===== src/rtl/mke_host_link.sv =====
// mke_host_link: CDTV host bus side of the MKE command/status link.
// Builds command packets from host writes and serves status bytes to host reads.
module mke_host_link #(
    parameter int TIMEOUT_CYCLES = 200_000,
    parameter int STCH_WIDTH     = 200
) (
    input  logic        PI_CLK,
    input  logic        RESET,
    input  logic        ENABLE,
    input  logic        HWR,
    input  logic        HRD,
    input  logic        CMD,
    input  logic [7:0]  DATA_BUS_I,
    output logic [7:0]  DATA_BUS_O,
    output logic        DATA_BUS_OE,
    output logic        DIR_BI,
    output logic        STEN,
    output logic        STCH,
    output logic        cmd_valid,
    input  logic        cmd_ready,
    output logic [7:0]  cmd_opcode,
    output logic [47:0] cmd_params,
    output logic [2:0]  cmd_len,
    output logic        cmd_bad,
    output logic        cmd_abort,
    input  logic        stat_valid,
    input  logic [7:0]  stat_data,
    output logic        stat_ready
);

    localparam int TW = $clog2(TIMEOUT_CYCLES + 1);
    localparam int SW = $clog2(STCH_WIDTH + 1);

    typedef enum logic [1:0] {IDLE, PARAM, HOLD} state_t;

    logic [11:0] sync1, sync2;
    logic        hwr_s, hrd_s, cmd_s, en_s;
    logic [7:0]  din_s;

    logic        hwr_q, hrd_q, cmd_lat, take;
    logic [7:0]  data_lat, take_byte;
    logic        hwr_rise, hrd_rise;

    state_t      state, state_n;
    logic [TW-1:0] timer;
    logic [2:0]  idx, len_q, lk_len;
    logic        bad_q, lk_bad, timeout;
    logic [7:0]  opcode_q;
    logic [47:0] params_q;

    logic [7:0]  mem [16];
    logic [3:0]  wptr, rptr;
    logic [4:0]  count;
    logic        push, pop, rd_drive, oe_q, sten_q;
    logic [7:0]  dout_q;
    logic [SW-1:0] stch_cnt;

    // Strobes, CMD, ENABLE and data share one synchroniser so they stay aligned
    always_ff @(posedge PI_CLK or posedge RESET) begin
        if (RESET) begin
            sync1 <= 12'hC00;
            sync2 <= 12'hC00;
        end else begin
            sync1 <= {HWR, HRD, CMD, ENABLE, DATA_BUS_I};
            sync2 <= sync1;
        end
    end

    assign {hwr_s, hrd_s, cmd_s, en_s, din_s} = sync2;
    assign hwr_rise = hwr_s & ~hwr_q;
    assign hrd_rise = hrd_s & ~hrd_q;

    always_ff @(posedge PI_CLK or posedge RESET) begin
        if (RESET) begin
            hwr_q     <= 1'b1;
            hrd_q     <= 1'b1;
            cmd_lat   <= 1'b0;
            data_lat  <= 8'h00;
            take      <= 1'b0;
            take_byte <= 8'h00;
        end else begin
            hwr_q <= hwr_s;
            hrd_q <= hrd_s;
            if (!hwr_s)
                data_lat <= din_s;
            if (!hwr_s || !hrd_s)
                cmd_lat <= cmd_s;
            take      <= hwr_rise & en_s & cmd_lat;
            take_byte <= data_lat;
        end
    end

    function automatic logic [3:0] lookup(input logic [7:0] op);
        case (op)
            8'h01, 8'h0b:                   return 4'd4;
            8'h02, 8'h09, 8'h0a:            return 4'd6;
            8'h84, 8'h8a:                   return 4'd2;
            8'h8b, 8'ha3:                   return 4'd1;
            8'h04, 8'h05, 8'h81, 8'h82,
            8'h83, 8'h87, 8'h89:            return 4'd0;
            default:                        return 4'b1000;
        endcase
    endfunction

    assign {lk_bad, lk_len} = lookup(take_byte);
    assign timeout = (state == PARAM) && !take
                   && (timer == TW'(TIMEOUT_CYCLES - 1));

    always_ff @(posedge PI_CLK or posedge RESET) begin
        if (RESET)
            state <= IDLE;
        else
            state <= state_n;
    end

    always_comb begin
        state_n = state;
        unique case (state)
            IDLE:
                if (take)
                    state_n = (lk_len == 3'd0) ? HOLD : PARAM;
            PARAM:
                if (take && (idx + 3'd1 == len_q))
                    state_n = HOLD;
                else if (timeout)
                    state_n = IDLE;
            HOLD:
                if (cmd_ready)
                    state_n = IDLE;
            default:
                state_n = IDLE;
        endcase
    end

    always_comb begin
        cmd_valid = (state == HOLD);
        cmd_abort = timeout | ((state == HOLD) & take);
    end

    // Params were cleared with the opcode, so each byte can be OR-ed into place
    always_ff @(posedge PI_CLK or posedge RESET) begin
        if (RESET) begin
            opcode_q <= 8'h00;
            params_q <= 48'h0;
            len_q    <= 3'd0;
            bad_q    <= 1'b0;
            idx      <= 3'd0;
            timer    <= '0;
        end else if (state == IDLE) begin
            timer <= '0;
            if (take) begin
                opcode_q <= take_byte;
                params_q <= 48'h0;
                len_q    <= lk_len;
                bad_q    <= lk_bad;
                idx      <= 3'd0;
            end
        end else if (state == PARAM) begin
            if (take) begin
                params_q <= params_q | ({take_byte, 40'h0} >> {idx, 3'b000});
                idx      <= idx + 3'd1;
                timer    <= '0;
            end else begin
                timer <= timer + TW'(1);
            end
        end
    end

    assign cmd_opcode = opcode_q;
    assign cmd_params = params_q;
    assign cmd_len    = len_q;
    assign cmd_bad    = bad_q;

    assign stat_ready = (count != 5'd16);
    assign push       = stat_valid & stat_ready;
    assign pop        = hrd_rise & en_s & cmd_lat & (count != 5'd0);
    assign rd_drive   = ~hrd_s & en_s & cmd_s;

    always_ff @(posedge PI_CLK) begin
        if (push)
            mem[wptr] <= stat_data;
    end

    always_ff @(posedge PI_CLK or posedge RESET) begin
        if (RESET) begin
            wptr  <= 4'd0;
            rptr  <= 4'd0;
            count <= 5'd0;
        end else begin
            if (push)
                wptr <= wptr + 4'd1;
            if (pop)
                rptr <= rptr + 4'd1;
            unique case ({push, pop})
                2'b10:   count <= count + 5'd1;
                2'b01:   count <= count - 5'd1;
                default: count <= count;
            endcase
        end
    end

    always_ff @(posedge PI_CLK or posedge RESET) begin
        if (RESET) begin
            oe_q   <= 1'b0;
            dout_q <= 8'hFF;
        end else begin
            oe_q   <= rd_drive;
            dout_q <= (rd_drive && count != 5'd0) ? mem[rptr] : 8'hFF;
        end
    end

    assign DATA_BUS_O  = dout_q;
    assign DATA_BUS_OE = oe_q;
    assign DIR_BI      = oe_q;

    // A fresh empty-to-nonempty transition reloads the pulse width
    always_ff @(posedge PI_CLK or posedge RESET) begin
        if (RESET) begin
            sten_q   <= 1'b0;
            stch_cnt <= '0;
        end else begin
            sten_q <= (count != 5'd0);
            if (count != 5'd0 && !sten_q)
                stch_cnt <= SW'(STCH_WIDTH);
            else if (stch_cnt != '0)
                stch_cnt <= stch_cnt - SW'(1);
        end
    end

    assign STEN = sten_q;
    assign STCH = (stch_cnt != '0);

endmodule


===== config.mk =====
export PLATFORM = sky130hd
export DESIGN_NAME = mke_host_link
export DESIGN_NICKNAME = d
export VERILOG_FILES = /design/src/rtl/mke_host_link.sv
export SDC_FILE = /design/constraint.sdc
export NUM_CORES = 1
export LEC_CHECK = 0
export ABC_CLOCK_PERIOD_IN_PS = 5250
export BUFFER_PORTS_ARGS = -buffer_cell sky130_fd_sc_hd__buf_2
export CAP_MARGIN = 20
export CORE_ASPECT_RATIO = 0.5
export CORE_MARGIN = 1.5
export CORE_UTILIZATION = 49
export CTS_CLUSTER_SIZE = 25
export DETAILED_ROUTE_END_ITERATION = 8
export PLACE_DENSITY = 0.8
export RECOVER_POWER = 100
export SLEW_MARGIN = 20
export SYNTH_ARGS = -nofsm -noshare
export SYNTH_HDL_FRONTEND = slang
export SYNTH_SLANG_ARGS = --single-unit

===== constraint.sdc =====
create_clock -name PI_CLK -period 5.25 [get_ports PI_CLK]
set_clock_uncertainty 0.2 [all_clocks]
set_input_delay 0.2625 -clock PI_CLK [delete_from_list [all_inputs] [get_ports PI_CLK]]
set_output_delay 0.2625 -clock PI_CLK [all_outputs]
set_load 0.02 [all_outputs]

* After elaboration in Yosys (flattened, before gate mapping)
Memories as Yosys holds them, arrays and structs flattened. Index checks and enable logic that the tools add are counted.
Storage, ports and cells: register bits after elaboration 158, RAM bits 128, input port bits 24, output and inout bits 75, logic and storage cells 123, memories kept 1
Memory list:
- mem | depth 16, width 8, rd ports 1, clocked after memory_dff 0, wr ports 1, RTL line 51 | logic [7:0] mem [16];
Operators by class: $add $sub $neg 7, equal/unequal tests 27, shifts and indexed selects 1, muxes and demuxes 24, bitwise operators 16, reductions and logical operators 25
Operator list (count):
- $mux W48 | 4
- $eq A8 B8 Y1 const B | 9
- $mux W18 | 3
- $or A48 B48 Y48 | 1
- $shr A48 B6 Y48 | 1
- $eq A8 B4 Y1 const B | 3
- $mux W8 | 3
- $pmux W4 S5 | 1
- $add A18 B1 Y18 const B | 1
- $eq A18 B18 Y1 const B | 1
- $eq A8 B3 Y1 const B | 2
- $mux W3 | 4
- $and A1 B1 Y1 | 11
- $mux W2 | 5
- $pmux W5 S2 | 1
- $add A4 B1 Y4 const B | 2
- $eq A8 B1 Y1 const B | 1
- $eq A8 B2 Y1 const B | 1
- $reduce_bool A8 Y1 | 1
- $sub A8 B1 Y8 const B | 1
- $reduce_or A7 Y1 | 1
- $pmux W2 S3 | 1
- $reduce_and A3 Y1 | 2
- $reduce_bool A2 Y1 | 3
- other kinds (22) | 37

* Longest topological paths before layout
Gate-level depths: netlist of the first run.
word-level depth 7, mapped depth 13, depth with buffers taken out 12

* Least setup slack after synthesis of the first run
OpenSTA, ideal clock, no wires.
kind reg2reg, start point register count[1], end point register count[4], library setup time 79 ps, data arrival time 2676 ps, required time 4971 ps, setup slack 2295 ps, cell stages (with the launch flop) 14, path buffers 1, period minus slack after synthesis 2955 ps, cell sequence dfrtp_1 -> nor4_1 -> nand2_1 -> and2_1 -> clkbuf_1 -> inv_1 -> ha_1 -> inv_1 -> fa_1 -> nor2b_1 -> o21ai_0 -> and3_1 -> nor3_1 -> xor2_1
Between the ends: word-level cells in the longest chain between the ends 4, elaborated cells between the ends (all ways) 10, classes of those cells add/sub: 2; eq/ne: 3; mux: 1; bitwise: 2; reduce/logical: 2
RTL lines:
- start: declaration | RTL line 53 | logic [4:0] count;
- start signal: assignment | RTL line 195 | 2'b10: count <= count + 5'd1;
- start signal: assignment | RTL line 196 | 2'b01: count <= count - 5'd1;
- start signal: assignment | RTL line 197 | default: count <= count;
- $ne A5 B5 Y1 (*) | RTL line 174 | assign stat_ready = (count != 5'd16);
- named net stat_ready | RTL line 28 | output logic stat_ready
- $and A1 B1 Y1 (*) | RTL line 175 | assign push = stat_valid & stat_ready;
- $eq A2 B1 Y1 or $eq A2 B2 Y1 (tied branches) | RTL line 194 | unique case ({push, pop})
- $pmux W5 S2 or $reduce_bool A2 Y1 (tied branches)
The timed path passes the listed nets; every way through them passes the cells marked *. A chain may end at the register's enable or synchronous reset.

* Final worst setup path of the first run
start point register state[1], end point output cmd_abort
Between the ends: word-level cells in the longest chain between the ends 4, elaborated cells between the ends (all ways) 6, classes of those cells eq/ne: 2; bitwise: 2; reduce/logical: 2
RTL lines:
- start: declaration | RTL line 44 | state_t state, state_n;
- start signal: assignment | RTL line 113 | state <= state_n;
- $eq A2 B1 Y1 | RTL line 106 | assign timeout = (state == PARAM) && !take
- $logic_and A1 B1 Y1 | RTL line 106
- $logic_and A1 B1 Y1 | RTL line 107 | && (timer == TW'(TIMEOUT_CYCLES - 1));
- $or A1 B1 Y1 (*) | RTL line 137 | cmd_abort = timeout | ((state == HOLD) & take);
- end: declaration | RTL line 25 | output logic cmd_abort,
Mark *: on every way between the ends. The rest lies on a longest branch, timed or not.

==> flow_summary.yaml, run 1 <==
placement:
  port_buffers: 98
  gp_congestion: 0.807
  dpl_cell_area_um2: 12100
  dp_hpwl_um: 14400
clock_network:
  cts_max_level: 1
  clockRootBuffer: "clkbuf_16"
  worstSkewPairLatency_ps: 540
  cts_setup_buffers: 0
  cts_tree: "yes"
  cts.clk_slew.worst_paths_ps: 70
  cts_inserted_buffers: 25
  cts_sinks: 286
  clockBufferDepth: 3
synth:
  synth-edff-count: 128
  ys_seq_area_frac: 0.688
  yosysUniqueCellTypes: 60
  avgSynthCellArea_um2: 14.6
  synthArstFlopShare: 0.552
  ys_top_cells_by_count: "144 x dfrtp_1, 128 x edfxtp_1, 77 x nor2_1"
  ys.flop_type: "dfrtp_1"
  synth_top_cell_area_share: 0.338
  ys_warn_count: 0
  syn_nets: 817
  ys_ff_latch: 286
  synth_area_leader_cell: "edfxtp_1"
  synth_area_um2: 11400
  yosysMostFrequentCell: "dfrtp_1"
  synthCells: 780
  ys_top_cells_by_area: "edfxtp_1 34%, dfrtp_1 32%, mux4_1 4.4%, mux4_2 4.2%, dfstp_2 3.2%"
pwr:
  cellLeakagePower_nw: 5.06
  ir_drop_v: 0.000285
  p_per_area_nw_per_um2: 453
  fin_total_pwr_mw: 5.87
timing:
  setup_viol: 0
  worstMarginPinSlew_ps: 2660
  fin_crit_sh: 0.668
  drv_slew: 192
  clock.fmax_ghz: 0.285
  rsz0062_at_grt: "false"
  fin_setup_tns_ps: 0
  period_needed_ps: 3500
  hold_viol: 0
  relSlewSlack: -0.782
worst_setup_path:
  crit_fanout: 25
  critPathRequiredTime_ps: 4790
  rr_endpoint: "cmd_bad"
  r2r_start: "state[1]"
  critPathArrivalTime_ps: 3040
  startpoint: "state[1]"
  critPathCaptureType: "output pin"
  reg2reg_depth: 5
  path_class: "flip-flop to output pin"
  crit_end: "cmd_abort"
  worst_setup_path_start_kind: "flip-flop"
  r2r_setup_slack_ps: 1760
cells_and_area:
  layout.nets: 927
  drive_gt1_frac: 0.116
  fill_cells: 1766
  num_antenna_cells: 0
  final_area_um2: 12900
  postLayoutCoreUtil: 0.568
  area_growth_pct: 14.0
  seq_area_um2: 7820
  multi_input_area_um2: 3260
floorplan:
  core-area_um2: 22800
  die_area_um2: 24200
  rows: 39
  fp.dieH_um: 111
  initial_core_util: 0.498
  io_pins: 99
  die_x_um: 218
global_routing:
  grt_pass1_wl_um: 37700
  grt_usage: 0.203
  grt-ovfl-total: 0
  antenna_found_initial: 0
  grt_pass1_vias: 6940
  grt_max_degree: 115
flow_run:
  maxCapViolCount: 7
routing:
  viasPerCell: 5.62
  drc_errors: 0
  antenna_left: 0
  first_pass_iters: 5
  num_vias: 6829
  drt_iter0_markers: 534
  wl_um: 24200
  wl_per_cell_um: 19.9
status:
  failed_checks: "capacitance limit, slew limit"
  status: "complete, but fails checks"
min_path:
  hold_path_class: "flip-flop to flip-flop"
[cells in the final DEF (no fill, tap or decap), types with 6 or more instances in the layout]
cell,synthesis,layout
nor3_1,11,11
a21oi_1,58,58
dfstp_2,14,11
edfxtp_1,128,128
nor2_1,77,77
o21ai_0,31,31
mux4_1,19,19
nand4_1,9,9
mux2_2,12,11
nand3_1,15,15
clkbuf_16,0,25
mux4_2,21,21
buf_2,4,14
nand2_1,73,73
clkinv_2,0,7
xor2_1,12,12
clkbuf_1,25,88
ha_1,12,12
xnor2_1,11,11
nand2b_1,6,6
or2_1,9,7
dfrtp_1,144,144
dlygate4sd3_1,0,22
inv_1,14,13
[critical path, stage by stage, from the launching register on]
cell	delay, ps
dfrtp_1	660
nor3b_1	1080
nand4_1	330
nand2_1	160
clkbuf_1	270
[timing repair]
item                                   CTS  global route
endpoints found under the hold margin  253             0
gates resized for setup                  0             0
hold buffers                            22             0
[metrics by stage]
stage               hold slack [ps]  std cells  setup slack [ps]
CTS                            59.1       1215              2120
floorplan                      67.0        780               547
detailed placement              135       1147              2140
finish                          152       1216              1750
global route                    150       1216              1320
global placement                132       1147              2310
[worst min path at each step]
stage | start | to | slack [ps] | cells past startpoint
after detailed placement | sync1[3] | sync2[3] | 130 | 0
final | sync1[5] | sync2[5] | 150 | 0
after CTS | stat_valid | wptr[0] | 60 | 3
after global placement | sync1[4] | sync2[4] | 130 | 0
after floorplan | HRD | sync1[10] | 70 | 0
after global routing | DATA_BUS_I[4] | sync1[4] | 150 | 2
[routing by layer]
metal,wire [µm],track usage
met5,0,0
met2,12200,0.350
met4,723,0.0690
met1,9730,0.261
met3,1600,0.0357
[power breakdown]
| part | leakage (nW) | internal, mW | switching, mW |
|---|---|---|---|
| sequential | 3.16 | 2.63 | 0.310 |
| clock | 0.394 | 0.972 | 0.821 |
| combinational | 1.51 | 0.532 | 0.603 |
[cell type report]
| type | count | area share |
|---|---|---|
| Clock buffer | 31 | 0.0524 |
| Clock inverter | 15 | 0.00822 |
| Inverter | 14 | 0.00416 |
| Multi-Input combinational cell | 439 | 0.252 |
| Sequential cell | 286 | 0.604 |
| Tap cell | 307 | 0.0297 |
| Timing Repair Buffer | 124 | 0.0502 |
[state kept, by name (all words and copies together), names as in the netlist, 8 cells and up]
| register | count |
|---|---|
| data_lat | 8 |
| cmd_opcode | 8 |
| stch_cnt | 8 |
| DATA_BUS_O | 8 |
| take_byte | 8 |
| mem | 128 |
| sync2 | 12 |
| cmd_params | 48 |
| timer | 18 |
| sync1 | 12 |
[cells by family (layout without fill, tap and decap cells)]
kind of cell,Yosys count,in the layout,share of synthesized area
xor gates and xnor gates,23,23,0.0177
muxes,53,53,0.0984
and+or+nand+nor,241,241,0.103
adders and majority gates,13,13,0.0150
buffers and inverters,55,184,0.0240
AOI/OAI and AO/OA,109,109,0.0534
DFF,286,286,0.688
No activity file was read; power rests on OpenSTA's default activity.
==> run 2: changes to the inputs <==
Settings changed: ABC_CLOCK_PERIOD_IN_PS 5250 to 2900, PLACE_DENSITY 0.8 to 0.82.
Clock period 5.25 ns to 2.9 ns, I/O delays scaled along.
==> flow_summary.yaml, run 2 (synthesis results as in run 1) <==
routing:
  drc_errors: 0
  drt_iter0_markers: 707
  viasPerCell: 5.58
  num_vias: 6930
  antenna_left: 0
  wl_um: 24000
  wl_per_cell_um: 19.3
  first_pass_iters: 5
worst_setup_path:
  critPathArrivalTime_ps: 2430
  r2r_setup_slack_ps: 210
  worst_setup_path_start_kind: "flip-flop"
  path_cells: "inv_1 > ha_1 > or3b_2 > nor4b_4 > inv_1 > buf_2"
  crit_end: "STCH"
  rr_endpoint: "count[4]"
  cp_slowest_cell: "or3b_2"
  crit_fanout: 5
  critPathCaptureType: "output pin"
  reg2reg_depth: 12
  critPathMostFrequentCell: "inv_1"
  path_class: "flip-flop to output pin"
  slowest_delay_ps: 520
  startpoint: "stch_cnt[0]"
  critPathRequiredTime_ps: 2560
  r2r_start: "count[3]"
min_path:
  hold_path_class: "input pin to flip-flop"
clock_network:
  clockRootBuffer: "clkbuf_16"
  cts_inserted_buffers: 25
  worstSkewPairLatency_ps: 540
  cts_tree: "yes"
  clockBufferDepth: 3
  cts.clk_slew.worst_paths_ps: 70
  cts_max_level: 1
  cts_sinks: 286
floorplan:
  die_x_um: 218
  initial_core_util: 0.498
  io_pins: 99
  die_area_um2: 24200
  rows: 39
  fp.dieH_um: 111
  core-area_um2: 22800
cells_and_area:
  top_register: "mem"
  drive_gt1_frac: 0.136
  layout_commonest_cell: "dfrtp_1"
  postLayoutCoreUtil: 0.582
  finalNonFillerCells: 1243
  num_antenna_cells: 0
  largest_reg_flops: 128
  final_cell_mix: "143 x dfrtp_1, 128 x edfxtp_1, 107 x clkbuf_1, 77 x nor2_1, 72 x nand2_1"
  area_growth_pct: 16.8
  layout.nets: 954
global_routing:
  grt_pass1_vias: 7121
  grt_pass1_wl_um: 39100
  grt_max_degree: 159
  grt_usage: 0.206
  antenna_found_initial: 0
  grt-ovfl-total: 0
status:
  status: "complete, no violations"
timing:
  fin_crit_sh: 0.956
  hold_slack_ps: 42.0
  hold_viol: 0
  setup_viol: 0
  worstMarginPinSlew_ps: 1090
  drv_slew: 0
  period_needed_ps: 2770
  final.setup.worst_slack_ps: 126
  relSlewSlack: 0.275
  rsz0062_at_grt: "false"
  clock.fmax_ghz: 0.361
placement:
  numPlacedInstances: 1172
  port_buffers: 98
  place_ws_ps: -195
  gp_congestion: 0.821
  dp_hpwl_um: 15300
pwr:
  p_per_area_nw_per_um2: 842
  ir_drop_v: 0.000546
  cellLeakagePower_nw: 5.18
flow_run:
  maxCapViolCount: 0
[run 2: cell types whose count changed in the layout (fill, tap and decap cells not counted), sizes merged]
cell and delta:
bufinv +4, dlygate4sd3 +1, clkinv -8, clkbuf +18
buf +11, clkinvlp +1
[run 2: final cells by class]
| class | count | area [µm²] |
|---|---|---|
| clock buffers | 34 | 669 |
| clock inverters | 12 | 214 |
| fillers | 1690 | 9520 |
| inverters | 14 | 56.3 |
| multi-input cells | 439 | 3320 |
| flip-flops and latches | 286 | 7820 |
| well taps | 307 | 384 |
| repair buffers | 151 | 802 |
[run 2: routing by layer]
metal | GRT usage | vias to the layer above | share of wire
li1 | - | 3135 | -
met1 | 0.274 | 3509 | 0.41
met2 | 0.361 | 233 | 0.52
met3 | 0.0252 | 53 | 0.046
met4 | 0.0584 | 0 | 0.025
met5 | 0 | - | 0
[run 2: repair_timing]
item,4_1_cts,5_1_grt
resized for setup,1,8
pin swaps,1,1
endpoints found under the setup margin,1,2
hold buffers,23,0
buffers inserted,1,1
endpoints found under the hold margin,287,0
[run 2: power by group]
part | switching (mW) | leakage (nW) | internal (mW)
Clock | 1.49 | 0.426 | 2.09
Combinational | 1.33 | 1.60 | 1.06
Sequential | 0.426 | 3.16 | 4.77
[run 2: through the flow]
stage	power [mW]	TNS, ps	cell area [µm²]
finish	11.2	0	13300
CTS	11.3	0	13400
global placement	7.44	-11.6	12300
global route	11.6	0	13300
floorplan	6.90	0	11400
detailed placement	7.63	-195	12300
[run 2: worst min path at each step]
stage,from,endpoint,slack (ps),cells past startpoint
finish,CMD,sync1[9],40,2
global route,CMD,sync1[9],30,2
CTS,HWR,sync1[11],30,2
detailed placement,HWR,sync1[11],60,1
global placement,DATA_BUS_I[5],sync1[5],50,1
floorplan,HRD,sync1[10],-50,0
[run 2: worst max-delay path, delay by kind of cell, from the launching register on]
family / cells / cell delay, ps
and+or+nand+nor: 2 / 840
buffers and inverters: 3 / 470
DFF: 1 / 380
adders and majority gates: 1 / 200
==> run 3: changes to the inputs <==
Settings changed: ABC_AREA set to 1.
==> flow_summary.yaml, run 3 <==
flow_run:
  maxCapViolCount: 1
worst_setup_path:
  worst_setup_path_start_kind: "flip-flop"
  r2r_start: "state[1]"
  rr_endpoint: "cmd_params[32]"
  critPathRequiredTime_ps: 3100
  critPathCaptureType: "flip-flop"
  r2r_setup_slack_ps: 110
  reg2reg_depth: 5
  path_class: "flip-flop to flip-flop"
  crit_fanout: 32
  critPathArrivalTime_ps: 2980
floorplan:
  core-area_um2: 23200
  die_area_um2: 24900
  io_pins: 99
  initial_core_util: 0.506
  fp.dieH_um: 112
  rows: 39
  die_x_um: 222
cells_and_area:
  top_register: "mem"
  finalNonFillerCells: 1517
  postLayoutCoreUtil: 0.582
  num_antenna_cells: 0
  seq_area_um2: 7820
  area_growth_pct: 15.0
  final_area_um2: 13500
  multi_input_area_um2: 3340
  final_cell_mix: "206 x nor2_1, 144 x dfrtp_1, 128 x edfxtp_1, 114 x nand2_1, 98 x o21ai_0"
  layout_commonest_cell: "nor2_1"
  drive_gt1_frac: 0.144
  largest_reg_flops: 128
  fill_cells: 1814
  layout.nets: 1228
routing:
  num_vias: 8333
  wl_per_cell_um: 17.7
  drc_errors: 0
  viasPerCell: 5.49
  wl_um: 26800
  antenna_left: 0
  drt_iter0_markers: 979
  first_pass_iters: 5
synth:
  ys_seq_area_frac: 0.666
  ys_top_cells_by_area: "edfxtp_1 33%, dfrtp_1 31%, nor2_1 6.6%, o21ai_0 4.0%, nand2_1 3.6%"
  synthArstFlopShare: 0.552
  synthCells: 1071
  avgSynthCellArea_um2: 11.0
  synth_area_um2: 11700
  yosysMostFrequentCell: "nor2_1"
  synth_area_leader_cell: "edfxtp_1"
  ys_warn_count: 0
  ys_top_cells_by_count: "205 x nor2_1, 144 x dfrtp_1, 128 x edfxtp_1"
  ys.flop_type: "dfrtp_1"
  synth_top_cell_area_share: 0.328
  synth-edff-count: 128
  yosysUniqueCellTypes: 46
  ys_ff_latch: 286
  syn_nets: 1108
placement:
  port_buffers: 98
  dp_hpwl_um: 17000
  dpl_cell_area_um2: 12500
  numPlacedInstances: 1447
  gp_congestion: 0.920
clock_network:
  cts_sinks: 286
  clockRootBuffer: "clkbuf_16"
  cts_max_level: 1
  worstSkewPairLatency_ps: 540
  clockBufferDepth: 3
  cts.clk_slew.worst_paths_ps: 70
  cts_tree: "yes"
  cts_inserted_buffers: 26
global_routing:
  grt_pass1_vias: 8360
  grt_pass1_wl_um: 43300
  grt_max_degree: 159
  antenna_found_initial: 0
  grt_usage: 0.217
  grt-ovfl-total: 0
pwr:
  fin_total_pwr_mw: 11.3
  p_per_area_nw_per_um2: 840
  cellLeakagePower_nw: 5.65
  ir_drop_v: 0.000533
timing:
  setup_viol: 0
  worstMarginPinSlew_ps: 2080
  rsz0062_at_grt: "false"
  period_needed_ps: 2790
  clock.fmax_ghz: 0.359
  drv_slew: 159
  fin_setup_tns_ps: 0
  fin_crit_sh: 0.961
  hold_viol: 0
  relSlewSlack: -0.390
min_path:
  hold_end: "sync1[11]"
  hold_path_class: "input pin to flip-flop"
  hold_start: "HWR"
  hold_depth: 2
status:
  status: "complete, but fails checks"
  failed_checks: "capacitance limit, slew limit"
==> run 3: changes by cell type after synthesis, sizes merged, moves of 9 or more <==
cell / previous run / this run
nor2: 77 / 212
o21ai: 31 / 115
inv: 14 / 77
nand2: 73 / 117
mux4: 40 / 0
o211ai: 3 / 36
nand3: 15 / 37
a31oi: 1 / 20
buf: 16 / 29
nor3: 11 / 24
a21oi: 58 / 47
clkbuf: 25 / 16
or2: 10 / 1
==> run 3: kinds of logic (layout without fill, tap and decap cells) <==
| family | Yosys count | after routing | share of synthesized area |
|---|---|---|---|
| multiplexers | 8 | 8 | 0.00768 |
| flip-flops | 286 | 286 | 0.666 |
| AND/OR/NAND/NOR | 399 | 399 | 0.145 |
| adder cells (fa/ha/maj) | 13 | 13 | 0.0145 |
| buffers and inverters | 125 | 264 | 0.0488 |
| AO/OA/AOI/OAI | 227 | 227 | 0.109 |
| XOR/XNOR | 13 | 13 | 0.00970 |
==> run 3: repair_timing <==
action / in CTS / in global routing
hold endpoints to repair: 290 / 0
gates resized for setup: 0 / 3
setup endpoints to repair: 0 / 2
hold buffers: 23 / 0
buffers inserted: 0 / 0
==> run 3: per-layer routing <==
metal  global-route usage  share of wire  vias to the layer above
li1                     -              -                     3894
met4               0.0799          0.026                        0
met1                0.280           0.41                     4091
met5                    0              0                        -
met3               0.0322          0.057                       47
met2                0.379           0.51                      301
==> run 3: power by group <==
part / internal (mW) / total (mW) / switching, mW
registers: 4.77 / 5.19 / 0.420
clock network: 1.93 / 3.42 / 1.48
logic: 0.876 / 2.72 / 1.85
==> run 3: worst max path at each step <==
stage | from | end | slack (ps) | cells past startpoint
CTS | count[1] | count[3] | 140 | 11
floorplan | count[1] | count[4] | 390 | 13
global placement | sync2[10] | count[4] | 340 | 14
global route | state[1] | cmd_params[12] | 10 | 5
detailed placement | count[1] | count[3] | 160 | 11
finish | state[1] | cmd_params[32] | 110 | 5
==> run 3: cell type report <==
class	instances	area share
clock inverters	14	0.0103
multi-input cells	660	0.247
flip-flops and latches	286	0.579
clock buffers	33	0.0531
inverters	80	0.0227
repair buffers	137	0.0593
well taps	307	0.0285
==> run 3: worst max-delay path: stages (launching register included) <==
cell and delay, ps:
dfrtp_1 650, nor2_4 280, inv_4 90, nor2_2 750, clkbuf_4 560, nor2_1 110
==> run 3: metrics by stage <==
step,setup slack (ps),hold slack [ps]
CTS,143,31.5
finish,114,46.3
floorplan,388,-50.5
global placement,341,50.0
global route,13.5,45.5
detailed placement,165,54.3
